--- config.mk ---
export PLATFORM = sky130hd
export DESIGN_NAME = seg_scan_controller
export DESIGN_NICKNAME = d
export VERILOG_FILES = /design/src/rtl/seg_scan_controller.sv
export SDC_FILE = /design/constraint.sdc
export NUM_CORES = 1
export LEC_CHECK = 0
export BUFFER_PORTS_ARGS = -buffer_cell sky130_fd_sc_hd__buf_2
export CAP_MARGIN = 10
export CORE_MARGIN = 2
export CORE_UTILIZATION = 58
export DETAILED_ROUTE_END_ITERATION = 6
export GPL_TIMING_DRIVEN = 0
export PLACE_DENSITY = 0.79
export REMOVE_ABC_BUFFERS = 1
export SLEW_MARGIN = 5
export SYNTH_ARGS = -nofsm -noshare
export SYNTH_HDL_FRONTEND = slang
export SYNTH_SLANG_ARGS = --single-unit
export TNS_END_PERCENT = 1
--- constraint.sdc ---
create_clock -name clk -period 2.83 [get_ports clk]
set_clock_uncertainty 0.15 [all_clocks]
set_input_delay 0 -clock clk [delete_from_list [all_inputs] [get_ports clk]]
set_output_delay 0 -clock clk [all_outputs]
set_load 0.02 [all_outputs]
--- src/rtl/seg_scan_controller.sv ---
// Multiplexed BCD digit scanner with dead-time between digits and a frame-synchronous
// shadow/active double buffer feeding one shared 7-segment decoder.
//
// state | meaning
// OFF   | display dark, waiting for enable
// BLANK | all digits off for BLANK_CYCLES before the next digit
// SCAN  | one digit driven for DIGIT_CYCLES
module seg_scan_controller #(
  parameter int NUM_DIGITS   = 4,
  parameter int DIGIT_CYCLES = 1000,
  parameter int BLANK_CYCLES = 50
) (
  input  logic                      clk,
  input  logic                      rst,
  input  logic                      enable,
  input  logic                      load,
  input  logic [4*NUM_DIGITS-1:0]   digits_in,
  input  logic                      blank_lz,
  output logic [3:0]                bcd_out,
  output logic [NUM_DIGITS-1:0]     digit_en,
  output logic                      update_pending,
  output logic                      frame_done
);

  localparam int IW   = (NUM_DIGITS > 1) ? $clog2(NUM_DIGITS) : 1;
  localparam int CMAX = (DIGIT_CYCLES > BLANK_CYCLES) ? DIGIT_CYCLES : BLANK_CYCLES;
  localparam int CW   = $clog2(CMAX) + 1;
  localparam logic [NUM_DIGITS-1:0] EN_ONE = NUM_DIGITS'(1);

  typedef enum logic [1:0] {OFF, BLANK, SCAN} state_t;

  state_t                    state;
  logic [4*NUM_DIGITS-1:0]   shadow;
  logic [4*NUM_DIGITS-1:0]   active;
  logic [IW-1:0]             index;
  logic [CW-1:0]             cnt;

  logic [NUM_DIGITS-1:0]     lead_zero;
  logic                      run_zero;
  logic [3:0]                cur_digit;
  logic [3:0]                eff_digit;

  // lead_zero[i] is set when digit i and every more significant digit are zero
  always_comb begin
    cur_digit = 4'h0;
    run_zero  = 1'b1;
    lead_zero = '0;
    for (int i = NUM_DIGITS - 1; i >= 0; i--) begin
      run_zero     = run_zero && (active[4*i +: 4] == 4'h0);
      lead_zero[i] = run_zero;
      if (index == IW'(i)) cur_digit = active[4*i +: 4];
    end
    eff_digit = (blank_lz && (index != '0) && lead_zero[index]) ? 4'hF : cur_digit;
  end

  always_ff @(posedge clk) begin
    if (rst) begin
      state          <= OFF;
      shadow         <= '0;
      active         <= '0;
      index          <= '0;
      cnt            <= '0;
      bcd_out        <= 4'hF;
      digit_en       <= '0;
      update_pending <= 1'b0;
      frame_done     <= 1'b0;
    end else begin
      frame_done <= 1'b0;

      // While dark a load bypasses the shadow so the next frame starts with it
      if (load) begin
        shadow <= digits_in;
        if (state == OFF) begin
          active         <= digits_in;
          update_pending <= 1'b0;
        end else begin
          update_pending <= 1'b1;
        end
      end

      if (!enable) begin
        state    <= OFF;
        index    <= '0;
        cnt      <= '0;
        digit_en <= '0;
        bcd_out  <= 4'hF;
      end else begin
        case (state)
          OFF: begin
            state    <= BLANK;
            index    <= '0;
            cnt      <= '0;
            digit_en <= '0;
            bcd_out  <= 4'hF;
          end
          BLANK: begin
            if (cnt == CW'(BLANK_CYCLES - 1)) begin
              state    <= SCAN;
              cnt      <= '0;
              digit_en <= EN_ONE << index;
              bcd_out  <= eff_digit;
            end else begin
              cnt <= cnt + CW'(1);
            end
          end
          SCAN: begin
            if (cnt == CW'(DIGIT_CYCLES - 1)) begin
              state    <= BLANK;
              cnt      <= '0;
              digit_en <= '0;
              bcd_out  <= 4'hF;
              if (index == IW'(NUM_DIGITS - 1)) begin
                index          <= '0;
                frame_done     <= 1'b1;
                active         <= shadow;
                update_pending <= load;
              end else begin
                index <= index + IW'(1);
              end
            end else begin
              cnt     <= cnt + CW'(1);
              bcd_out <= eff_digit;
            end
          end
          default: begin
            state    <= OFF;
            digit_en <= '0;
            bcd_out  <= 4'hF;
          end
        endcase
      end
    end
  end

endmodule

==> summary.txt, run 1 <==
Hold path
  • Hold Path Stages: 2
  • Worst hold path startpoint: rst
  • Hold Path End: shadow[8]
  • Worst hold path type: input pin to register

Synth
  • Yosys reg bits: between 50 and 60
  • Mapped cell area: 2861 um2
  • Post-synth EDFFs: 0
  • Syn Area/Cell: 8.998 um2
  • Asr flop ratio synth: 0%
  • Syn Inst Count: 318
  • Ys Warns: 0
  • Largest area contributor in the netlist: dfxtp_1
  • Seq/Total Area, Yosys: about two fifths
  • Main synth FF type: dfxtp_1
  • Library cells used by synthesis: 45
  • Top cell type's share of synthesized area: 39.88%
  • Area contributors post-synth: dfxtp_1 (40%), mux2i_1 (11%), a211oi_1 (7.3%), ha_1 (4.8%), nor3_1 (3.8%)

Routing
  • DRT Wirelength: 6788 um
  • Iteration-0 DRC count of the detailed router: 200
  • Via Count: approximately 2500
  • Vias per cell: around 5.8
  • Antenna-violating nets left: 0
  • Mean routed wirelength per cell: 15.53 um
  • Post-route DRC violation count: 0
  • DRT Pass-1 Iters: 4

Setup path
  • Slowest stage delay, CP: between 0.7 and 0.8 ns
  • Startpoint Class: register
  • Reg-to-Reg End: index[0]
  • Slowest-stage cell, CP: nand4_1
  • Critical path type: register to register
  • Reg2Reg Depth: 5
  • Crit path capture type: register
  • Arrival time worst endpoint: 2.73 ns
  • R2r startpoint: cnt[0]
  • Crit path buffers/inverters: 0
  • CP delay by family, top: simple AND/OR/NAND/NOR gates
  • CP Cell Sequence: ha_1, and2_1, nand4_1, or3_1, a21oi_1
  • Critical path peak fanout: 21
  • R2R Setup Slk: 0.21 ns
  • Worst EP required: around 2.9 ns

Placement
  • Post-DP HPWL: 4275 um
  • GPL Wtd Cong: 0.8538
  • Placed cells: 394
  • PortBufs: 30

Pwr
  • Overall power: 1734 uW
  • Leak: approximately 0.0013 uW
  • Power Density: ~500 nW/um2
  • Peak supply drop: 0.4073 mV

Die
  • I/O pin count: 31
  • Core area: 4755 um2
  • Initial Util: 60.18%
  • Die outline height: 74.24 um
  • Die area: 5512 um2
  • Chip Width: 74.24 um
  • Std-Cell Rows: 25

Clock tree
  • Clk Latency, worst-skew pair: around 0.35 ns
  • CTS Sinks: 57
  • CTS tree: built
  • Num CTS Buffers: 9
  • Setup repair bufs after CTS: 0
  • CTS Root Cell: clkbuf_8
  • CTS Hold Bufs: 27
  • Clock buffer depth: 2
  • Htree depth: 3
  • Clock Pin Slew Worst Setup and Hold Paths: 0.06 ns
  • Post-CTS sizing: 0

Timing
  • Pins over their slew limit: 0
  • Maximum clock frequency: between 300 and 400 MHz
  • Final setup viols: 0
  • Rel. slew slack: 35.75%
  • Final Cycle Share: between 90% and 100%
  • Actual slew at the worst max-slew pin: 0.9637 ns
  • Setup TNS: 0 ns
  • Fin crit period: roughly 2.6 ns
  • Final hold violation count: 0
  • RSZ-0062 raised after global routing: false

Cells and area
  • Fillers: 391
  • Ant diodes: 0
  • Layout area overhead: 20.51%
  • Final Non-Filler Cells: 437
  • NumNets Final: 397
  • Share of cells above drive strength 1: 13.78%

Global route
  • Antenna violations before repair: 0
  • First-pass GRT wire length: 11600 um
  • Vias in the first global route: 2463
  • Largest net degree at the start of global routing: 36
  • All-Layer GR Usage: 27.62%
  • Global route total overflow: 0

Run
  • Max cap viols: 0

Status
  • Status: complete, no violations
-- flip-flops by register name, summed over array words and instances, names as in the netlist --
| name | count |
|---|---|
| active | 16 |
| shadow | 16 |
| cnt | 11 |
| bcd_out | 4 |
| digit_en | 4 |
| index | 2 |
| state | 2 |
| frame_done | 1 |
| update_pending | 1 |
-- cell type report --
class                   instances  area (um2)  area share, %
multi-input cells             230        1592          46.15
flip-flops and latches         57        1141          33.09
repair buffers                 57       420.4          12.19
clock buffers                  13       158.9          4.608
well taps                      67       83.83          2.431
inverters                      10       37.54          1.089
clock inverters                 3       15.01         0.4354
-- layer usage --
layer  vias up  GRT usage (%)  share of wire (%)
li1       1266              -                  -
met1      1202          35.83                 47
met2        68          43.75                 47
met3        10          10.30                5.5
met4         0          7.341                1.3
met5         -              0                  0
-- worst max path at each step --
stage | end | from | cells after the start
after floorplan | bcd_out[0] | index[0] | 5
after global placement | index[0] | cnt[0] | 5
after detailed placement | index[0] | cnt[0] | 5
after CTS | index[0] | cnt[0] | 5
after global routing | index[0] | cnt[0] | 5
final | index[0] | cnt[0] | 5
-- cell usage after synthesis (all sizes together), types with 3 or more instances --
cell type / instances
xor2: 5
buf: 8
mux2i: 32
nor3: 23
ha: 11
clkbuf: 13
xnor2: 3
nand3: 5
dfxtp: 57
a211oi: 28
nor2: 24
a31oi: 5
nand4: 8
o21ai: 10
nor4: 5
or3: 3
nor2b: 5
a21oi: 15
inv: 10
nand2: 20
o211ai: 5
-- kinds of logic after synthesis --
logic type               count (synthesis)  synth area share [%]
AND/OR/NAND/NOR                        108                 20.29
adder cells (fa/ha/maj)                 11                 4.810
XOR/XNOR                                 8                 2.449
flip-flops                              57                 39.88
buffers and inverters                   31                 4.504
AO/OA/AOI/OAI                           71                 16.88
multiplexers                            32                 11.19
-- layout by cell type, fill, tap and decap left out, drive strengths merged, types with 2 or more instances in the layout --
cell / netlist / final
dfxtp: 57 / 57
mux2i: 32 / 32
buf: 8 / 30
a211oi: 28 / 28
dlygate4sd3: 0 / 27
nor2: 24 / 24
nor3: 23 / 23
nand2: 20 / 20
a21oi: 15 / 15
clkbuf: 13 / 13
ha: 11 / 11
inv: 10 / 10
o21ai: 10 / 10
nand4: 8 / 8
nor4: 5 / 5
nor2b: 5 / 5
o211ai: 5 / 5
a31oi: 5 / 5
xor2: 5 / 5
nand3: 5 / 5
or3: 3 / 3
xnor2: 3 / 3
clkinv: 0 / 3
and4: 2 / 2
and2: 2 / 2
a2111o: 2 / 2
or3b: 2 / 2
nor4b: 2 / 2
or4b: 2 / 2
o31ai: 2 / 2
-- where the power goes --
group	switching, uW	leakage (uW)	internal [uW]
logic	99.7	0.000770	94.5
clock network	315	0.0000932	361
registers	25.9	0.000466	838
-- stage by stage --
step	util [%]	setup slack (ns)	cell area (um2)	hold slack, ns
3_5_place_dp	63.18	0.2154	3004	0.1109
5_1_grt	72.53	0.03932	3448	0.01853
4_1_cts	72.53	0.1786	3448	0.001635
3_3_place_gp	63.18	0.2940	3004	0.1039
2_1_floorplan	-	0.7350	2770	-0.07762
6_report	72.53	0.2122	3448	0.01904
No activity file was read; power rests on OpenSTA's default activity.
==> run 2, diff against run 1 <==
- PLACE_DENSITY: 0.79 -> 0.83
==> run 2 against run 1 <==
- sequential cell count unchanged
- utilization rose by 0.32 points
- critical path depth down 1
- critical endpoint unchanged
==> summary.txt, run 2 (same netlist as run 1, synthesis figures left out) <==
Timing
  • Maximum clock frequency: around 410 MHz
  • Slack of the critical path: approximately 0.37 ns
  • Fin crit period: between 2 and 2.5 ns
  • Actual slew at the worst max-slew pin: between 1 and 1.5 ns
  • Final Cycle Share: 86.94%
  • RSZ-0062 raised after global routing: false
  • Setup TNS: 0 ns
  • Pins over their slew limit: 0
  • Final setup viols: 0
  • Final hold violation count: 0
  • Rel. slew slack: 31.36%

Clock tree
  • Htree depth: 3
  • Clk Latency, worst-skew pair: about 0.35 ns
  • Clock Pin Slew Worst Setup and Hold Paths: 0.06 ns
  • CTS tree: built
  • Setup repair bufs after CTS: 0
  • CTS Root Cell: clkbuf_8
  • CTS Sinks: 57
  • Num CTS Buffers: 9
  • Post-CTS sizing: 0
  • Clock buffer depth: 2

Global route
  • Vias in the first global route: roughly 2400
  • Global route total overflow: 0
  • Antenna violations before repair: 0
  • All-Layer GR Usage: approximately 28%
  • Largest net degree at the start of global routing: 36
  • First-pass GRT wire length: 11540 um

Routing
  • DRT Pass-1 Iters: 5
  • Iteration-0 DRC count of the detailed router: between 200 and 300
  • Mean routed wirelength per cell: about 16 um
  • Post-route DRC violation count: 0
  • Antenna-violating nets left: 0
  • DRT Wirelength: 7129 um
  • Vias per cell: 6.011
  • Via Count: 2627

Pwr
  • Power Density: 517.0 nW/um2
  • Leak: roughly 0.0013 uW
  • Peak supply drop: 0.4323 mV

Cells and area
  • Ant diodes: 0
  • Final Non-Filler Cells: 437
  • Most common cell after layout, fill and taps aside: dfxtp_1
  • Layout area overhead: 21.03%
  • Share of cells above drive strength 1: 14.05%
  • Most frequent cells in the layout: dfxtp_1 (57), mux2i_1 (32), buf_2 (30)
  • Biggest regs: active x16, shadow x16, cnt x11
  • NumNets Final: 397
  • Final core occ: 72.84%
  • Fillers: about 380

Setup path
  • Critical path type: register to register
  • Critical path peak fanout: 11
  • Slowest stage delay, CP: 0.59 ns
  • Arrival time worst endpoint: ~2.6 ns
  • Crit path buffers/inverters: 0
  • Startpoint Class: register
  • CP Cell Sequence: nor4b_2, nand4_1, or3_1, a21oi_1
  • Crit path capture type: register
  • CP delay by family, top: simple AND/OR/NAND/NOR gates
  • Slowest-stage cell, CP: nand4_1
  • Worst EP required: between 2 and 3 ns

Placement
  • Placed cells: 394
  • Post-DP HPWL: 4254 um
  • GPL Wtd Cong: approximately 0.87
  • PortBufs: 30
  • Pre-CTS setup slack: roughly 0.23 ns

Die
  • Std-Cell Rows: 25
  • I/O pin count: 31
  • Core area: 4755 um2
  • Initial Util: 60.18%
  • Die area: between 5000 and 6000 um2
  • Die outline height: 74.24 um
  • Chip Width: 74.24 um

Hold path
  • Worst hold path type: input pin to register

Run
  • Max cap viols: 0

Status
  • Status: complete, no violations
-- run 2: cell types whose count changed in the layout (fill, tap and decap cells not counted), sizes merged --
cell         previous run  this run
dlygate4sd3            27        26
nand4                   8         9
clkinv                  3         2
clkbuf                 13        14
-- run 2: layout make-up --
cell class / instances / area (um2) / share of cell area [%]
timing repair buffer: 56 / 410.4 / 11.85
multi-input combinational: 231 / 1598 / 46.13
clock buffer: 14 / 182.7 / 5.275
inverter: 10 / 37.54 / 1.084
clock inverter: 2 / 10.01 / 0.2890
tap: 67 / 83.83 / 2.421
sequential: 57 / 1141 / 32.95
-- run 2: metal layers --
metal  share of wire (%)  vias to the layer above  global-route usage, %
li1                    -                     1267                      -
met1                  44                     1251                  35.55
met2                  49                       91                  45.04
met3                 5.4                       18                  10.16
met4                 1.5                        0                  7.738
met5                   0                        -                      0
-- run 2: final timing paths --
check / from / endpoint / slack, ns / depth (start not counted)
max: cnt[2] / index[0] / 0.37 / 4
min: rst / shadow[14] / 0.01 / 2
max reg2reg: cnt[2] / index[0] / 0.37 / 4
min reg2reg: digit_en[0] / digit_en[0] / 0.32 / 2
-- run 2: timing repair --
action / 4_1_cts / 5_1_grt
endpoints found under the hold margin: 32 / 0
hold buffers: 26 / 0
setup endpoints to repair: 0 / 1
-- run 2: report_power, final --
group	internal (uW)	switching (uW)
Sequential	838	25.4
Combinational	93.6	100
Clock	411	323
-- run 2: metrics by stage --
stage | cell area [um2] | hold slack [ns] | total power [uW]
finish | 3463 | 0.01212 | 1791
global route | 3463 | 0.04082 | 1858
CTS | 3457 | 0.001558 | 1793
detailed placement | 3004 | 0.1104 | 1041
global placement | 3004 | 0.1043 | 1035
floorplan | 2770 | -0.07762 | 979.1
